==> config.mk <==
export PLATFORM = sky130hd
export DESIGN_NAME = common_udcnt_bank
export DESIGN_NICKNAME = d
export VERILOG_FILES = /design/src/rtl/common_cnt_pkg.sv /design/src/rtl/common_decinc_n.sv /design/src/rtl/common_udcnt_bank.sv
export SDC_FILE = /design/constraint.sdc
export NUM_CORES = 1
export LEC_CHECK = 0
export CAP_MARGIN = 20
export CORE_UTILIZATION = 42
export CTS_CLUSTER_DIAMETER = 200
export DETAILED_ROUTE_END_ITERATION = 10
export PLACE_DENSITY_LB_ADDON = 0.08
export SYNTH_ARGS = -nofsm -noshare
export SYNTH_HDL_FRONTEND = slang
export SYNTH_SLANG_ARGS = --single-unit
export TNS_END_PERCENT = 5
==> constraint.sdc <==
create_clock -name clk -period 2 [get_ports clk]
set_input_delay 0.2 -clock clk [delete_from_list [all_inputs] [get_ports clk]]
set_output_delay 0.2 -clock clk [all_outputs]
set_load 0.05 [all_outputs]
==> src/rtl/common_cnt_pkg.sv <==
// Shared definitions for the up/down counter bank family.
//   cnt_mode_e      : overflow behaviour (wrap-around or saturating)
//   CntWidthMin/Max : legal range of the counter width parameter
//   CntChanMin/Max  : legal range of the channel count parameter
package common_cnt_pkg;

  typedef enum logic {
    ModeWrap = 1'b0,
    ModeSat  = 1'b1
  } cnt_mode_e;

  localparam int CntWidthMin = 1;
  localparam int CntWidthMax = 32;
  localparam int CntChanMin  = 1;
  localparam int CntChanMax  = 32;

endpackage

==> src/rtl/common_decinc_n.sv <==
// Combinational WIDTH-bit incrementer/decrementer.
//   d   : operand
//   dec : 1 = d - 1, 0 = d + 1
//   q   : result modulo 2^WIDTH
//   c   : carry out (increment of all-ones) or borrow out (decrement of zero)
module common_decinc_n #(
  parameter int WIDTH = 2
) (
  input  logic [WIDTH-1:0] d,
  input  logic             dec,
  output logic [WIDTH-1:0] q,
  output logic             c
);

  logic [WIDTH:0] ext;
  logic [WIDTH:0] res;

  // One extra bit catches the carry/borrow: it is set only when the
  // operation leaves the WIDTH-bit range.
  always_comb begin
    ext = {1'b0, d};
    if (dec) begin
      res = ext - {{WIDTH{1'b0}}, 1'b1};
    end else begin
      res = ext + {{WIDTH{1'b0}}, 1'b1};
    end
  end

  assign q = res[WIDTH-1:0];
  assign c = res[WIDTH];

endmodule

==> src/rtl/common_udcnt_bank.sv <==
// Bank of CHANNELS independent up/down counters with load, carry/borrow pulses
// and a sticky overflow flag per channel.
//   clk, resetn   : clock, asynchronous active-low reset
//   i_inc/i_dec   : per-channel increment / decrement requests
//   i_load        : per-channel load (highest priority)
//   i_load_value  : load data, channel k at [k*WIDTH +: WIDTH]
//   i_ovf_clear   : per-channel clear of the sticky overflow flag
//   o_count       : registered counts, same packing as i_load_value
//   o_carry       : one-cycle pulse, increment attempted at all-ones
//   o_borrow      : one-cycle pulse, decrement attempted at zero
//   o_zero/o_full : count == 0 / count == all-ones
//   o_ovf_sticky  : set by any carry or borrow, held until cleared
module common_udcnt_bank
  import common_cnt_pkg::*;
#(
  parameter int               WIDTH       = 2,
  parameter int               CHANNELS    = 4,
  parameter int               SATURATE    = 0,
  parameter logic [WIDTH-1:0] RESET_VALUE = '0
) (
  input  logic                      clk,
  input  logic                      resetn,
  input  logic [CHANNELS-1:0]       i_inc,
  input  logic [CHANNELS-1:0]       i_dec,
  input  logic [CHANNELS-1:0]       i_load,
  input  logic [CHANNELS*WIDTH-1:0] i_load_value,
  input  logic [CHANNELS-1:0]       i_ovf_clear,
  output logic [CHANNELS*WIDTH-1:0] o_count,
  output logic [CHANNELS-1:0]       o_carry,
  output logic [CHANNELS-1:0]       o_borrow,
  output logic [CHANNELS-1:0]       o_zero,
  output logic [CHANNELS-1:0]       o_full,
  output logic [CHANNELS-1:0]       o_ovf_sticky
);

  localparam bit SatMode = (SATURATE == int'(ModeSat));

  if (WIDTH < CntWidthMin || WIDTH > CntWidthMax) begin : g_bad_width
    $error("common_udcnt_bank: WIDTH out of range");
  end
  if (CHANNELS < CntChanMin || CHANNELS > CntChanMax) begin : g_bad_chan
    $error("common_udcnt_bank: CHANNELS out of range");
  end
  if (SATURATE != int'(ModeWrap) && SATURATE != int'(ModeSat)) begin : g_bad_mode
    $error("common_udcnt_bank: SATURATE must be 0 or 1");
  end

  for (genvar k = 0; k < CHANNELS; k++) begin : g_chan
    logic [WIDTH-1:0] cnt_q, cnt_d;
    logic             carry_q, carry_d;
    logic             borrow_q, borrow_d;
    logic             ovf_q, ovf_d;
    logic             inc_only, dec_only;
    logic [WIDTH-1:0] step_val;
    logic             step_c;

    // inc and dec together cancel out and count as no request.
    assign inc_only = i_inc[k] & ~i_dec[k];
    assign dec_only = i_dec[k] & ~i_inc[k];

    common_decinc_n #(
      .WIDTH(WIDTH)
    ) u_decinc (
      .d  (cnt_q),
      .dec(dec_only),
      .q  (step_val),
      .c  (step_c)
    );

    always_comb begin
      cnt_d    = cnt_q;
      carry_d  = 1'b0;
      borrow_d = 1'b0;
      if (i_load[k]) begin
        cnt_d = i_load_value[k*WIDTH +: WIDTH];
      end else if (inc_only || dec_only) begin
        carry_d  = step_c & inc_only;
        borrow_d = step_c & dec_only;
        // In saturating mode an out-of-range step leaves the count pinned.
        if (!(step_c && SatMode)) begin
          cnt_d = step_val;
        end
      end
      // A new event wins over a simultaneous clear.
      ovf_d = carry_d | borrow_d | (ovf_q & ~i_ovf_clear[k]);
    end

    always_ff @(posedge clk or negedge resetn) begin
      if (!resetn) begin
        cnt_q    <= RESET_VALUE;
        carry_q  <= 1'b0;
        borrow_q <= 1'b0;
        ovf_q    <= 1'b0;
      end else begin
        cnt_q    <= cnt_d;
        carry_q  <= carry_d;
        borrow_q <= borrow_d;
        ovf_q    <= ovf_d;
      end
    end

    assign o_count[k*WIDTH +: WIDTH] = cnt_q;
    assign o_carry[k]                = carry_q;
    assign o_borrow[k]               = borrow_q;
    assign o_ovf_sticky[k]           = ovf_q;
    assign o_zero[k]                 = (cnt_q == '0);
    assign o_full[k]                 = &cnt_q;
  end

endmodule

==> impl_metrics.ini <==
[floorplanning]
die_area_um2 = 3230
die_y_um = 56.8
initial_core_util_pct = 45.0
rows = 19
coreArea_um2 = 2810
boundaryPins = 54
die_w_um = 56.8

[clock_tree]
cts_tree = done
path_clk_slew_ns = 0.12
cts-hold-fix-buffers = 0
clockBufferDepth = 2
cts_sinks = 20
h-tree-depth = 1
clk_latency_ns = 0.29
numCtsBuffers = 3
cts_root_buffer = clkbuf_4

[worst_setup_path]
r2r-start = g_chan[2].cnt_q[1]$_DFFE_PN0P_
crit_slowest_cell = clkdlybuf4s50_1
arrival_ns = 1.69
crit_path_start_kind = flop
critPathKind = reg2out
cp-end-kind = primary output
max_stage_delay_ns = 0.79
cp_cell_sequence = and2_1, clkdlybuf4s50_1
critPathMaxFanout = 6
cp_data_required_time_ns = 1.80
cp-startpoint = g_chan[0].cnt_q[1]$_DFFE_PN0P_

[timing]
fin_crit_ns = 1.89
final-hold-violation-count = 0
worst_pin_slew_ns = 0.520
maxSlewHeadroom_pct = 65.2
drv_slew = 0
setup_viol = 0
layout_setup_ws_ns = 0.113
fin_crit_sh_pct = 94.4
skew_ns = 0.00814
max_freq_mhz = 530
rsz0062_at_grt = no

[placement]
post-place-ws_ns = -0.103
place_area_um2 = 1810
gp_congestion = 0.765
portBuffers = 53
dpl.hpwl_um = 1910

[route]
routedWlPerCell_um = 11.4
antenna_left = 0
wl_um = 2380
drt_iter0_drc = 20
vias_per_cell = 4.85
post-route-drc-count = 4
vias = 1013
drtPass1Iterations = 7

[logic_synthesis]
syn_area_per_cell_um2 = 10.2
ys_types = 15
ys_seq_elements = 20
synth.largest_area_cell = dfrtp_1
synth_area_leaders = dfrtp_1 40%, ha_1 20%, buf_4 7.1%
synth_nets = 170
ys.warnings.count = 0
syn_inst = 124
yosys.area.top_type_share_pct = 39.7
yosysSeqAreaShare_pct = 39.7
netlist_area_um2 = 1260

[finish]
final_cell_area_um2 = 1850
post-route-util_pct = 65.9
mostFrequentLayoutCells = 51 x clkdlybuf4s50_1, 20 x ha_1, 20 x dfrtp_1, 16 x inv_1, 9 x buf_4
fillers = 232
drive_above_1_share_pct = 7.30
antenna_cells = 0
area_growth_pct = 46.6
layout.nets = 225
final_common_cell = clkdlybuf4s50_1

[status]
status = finished, violations left
failed_checks = design-rule violations

[power_and_ir_drop]
power.share.combinational_pct = 47.8
p_leak_nw = 0.915
swShare_pct = 40.8
total_power_mw = 1.39
p_clk_share_pct = 16.5
seq_power_share_pct = 35.6
power.density_cell_area_nw_per_um2 = 749
peakVddDrop_mv = 0.464
switching_power_mw = 0.565
internal-power_mw = 0.820

[grt]
grt_max_degree = 21
gr-total-overflow = 0
grt_pass1_vias = 999
grt_pass1_wl_um = 4110
antenna_found_initial = 0
grt_usage_pct = 16.3

[worst_hold_path]
hold_path_class = in2async

[flow_run]
maxCapViolCount = 0
[layout make-up]
| type | instances | area (um^2) | area share [%] |
|---|---|---|---|
| Multi-Input combinational cell | 76 | 611 | 33.0 |
| Timing Repair Buffer | 62 | 603 | 32.6 |
| Sequential cell | 20 | 500 | 27.1 |
| Inverter | 16 | 60.1 | 3.25 |
| Tap cell | 31 | 38.8 | 2.10 |
| Clock buffer | 4 | 36.3 | 1.96 |
[path summary, 6_finish.rpt]
| check | depth (start not counted) | slack [ns] | end |
|---|---|---|---|
| min in group clk | 3 | 0.44 | g_chan[2].cnt_q[1]$_DFFE_PN0P_ |
| max in group asynchronous | 2 | 1.54 | g_chan[0].cnt_q[1]$_DFFE_PN0P_ |
| hold reg to reg | 2 | 0.53 | g_chan[3].ovf_q$_DFF_PN0_ |
| hold / removal | 2 | 0.24 | g_chan[1].carry_q$_DFF_PN0_ |
| setup reg to reg | 7 | 0.36 | g_chan[2].ovf_q$_DFF_PN0_ |
| setup / recovery | 2 | 0.11 | o_full[0] |
[state kept, by name, summed over array words and instances, names as in the netlist]
signal,cells
g_chan.borrow_q,4
g_chan.carry_q,4
g_chan.cnt_q,8
g_chan.ovf_q,4
[power groups by stage]
stage,Sequential (mW),Combinational (mW),Clock (mW)
2_1_floorplan,0.588,0.343,0
3_3_place_gp,0.500,0.654,0
3_5_place_dp,0.502,0.666,0
4_1_cts,0.494,0.670,0.241
5_1_grt,0.504,0.712,0.264
6_report,0.493,0.663,0.229
[stage by stage]
stage	instances	hold slack, ns	TNS (ns)
global placement	205	0.503	-0.219
finish	209	0.243	0
CTS	209	0.249	0
detailed placement	205	0.516	-0.632
global route	209	0.233	0
floorplan	124	-0.0956	0
[logic make-up after synthesis]
group	after synthesis	synth area share, %
DFF	20	39.7
and+or+nand+nor	24	10.7
buffers and inverters	28	11.9
AOI/OAI and AO/OA	20	9.13
xor gates and xnor gates	8	5.56
adders and majority gates	20	19.8
muxes	4	3.17
[worst max-delay path, delay by kind of cell (launching register included)]
family	cells	cell delay, ns
simple gates	1	0.15
buf+inv	1	0.79
flops	1	0.46
[cell usage after synthesis]
cell type,count
dfrtp_1,20
ha_1,20
inv_1,16
buf_4,12
a21oi_1,8
nand2_1,8
xor2_1,8
and2_1,4
mux2i_1,4
nor2_1,4
nor3b_1,4
nor4b_1,4
o21ai_0,4
o21ai_1,4
o32ai_1,4
[repair_timing]
| action | 4_1_cts | 5_1_grt |
|---|---|---|
| setup endpoints to repair | 0 | 2 |
| buffers inserted | 0 | 0 |
| resized for setup | 0 | 2 |
[metal layers]
metal,vias up,wire (um),global-route usage [%]
li1,512,-,-
met1,475,1050,18.0
met2,24,1210,31.8
met3,2,109,3.46
met4,0,13,3.14
met5,-,0,0
No activity file was read; power rests on OpenSTA's default activity.
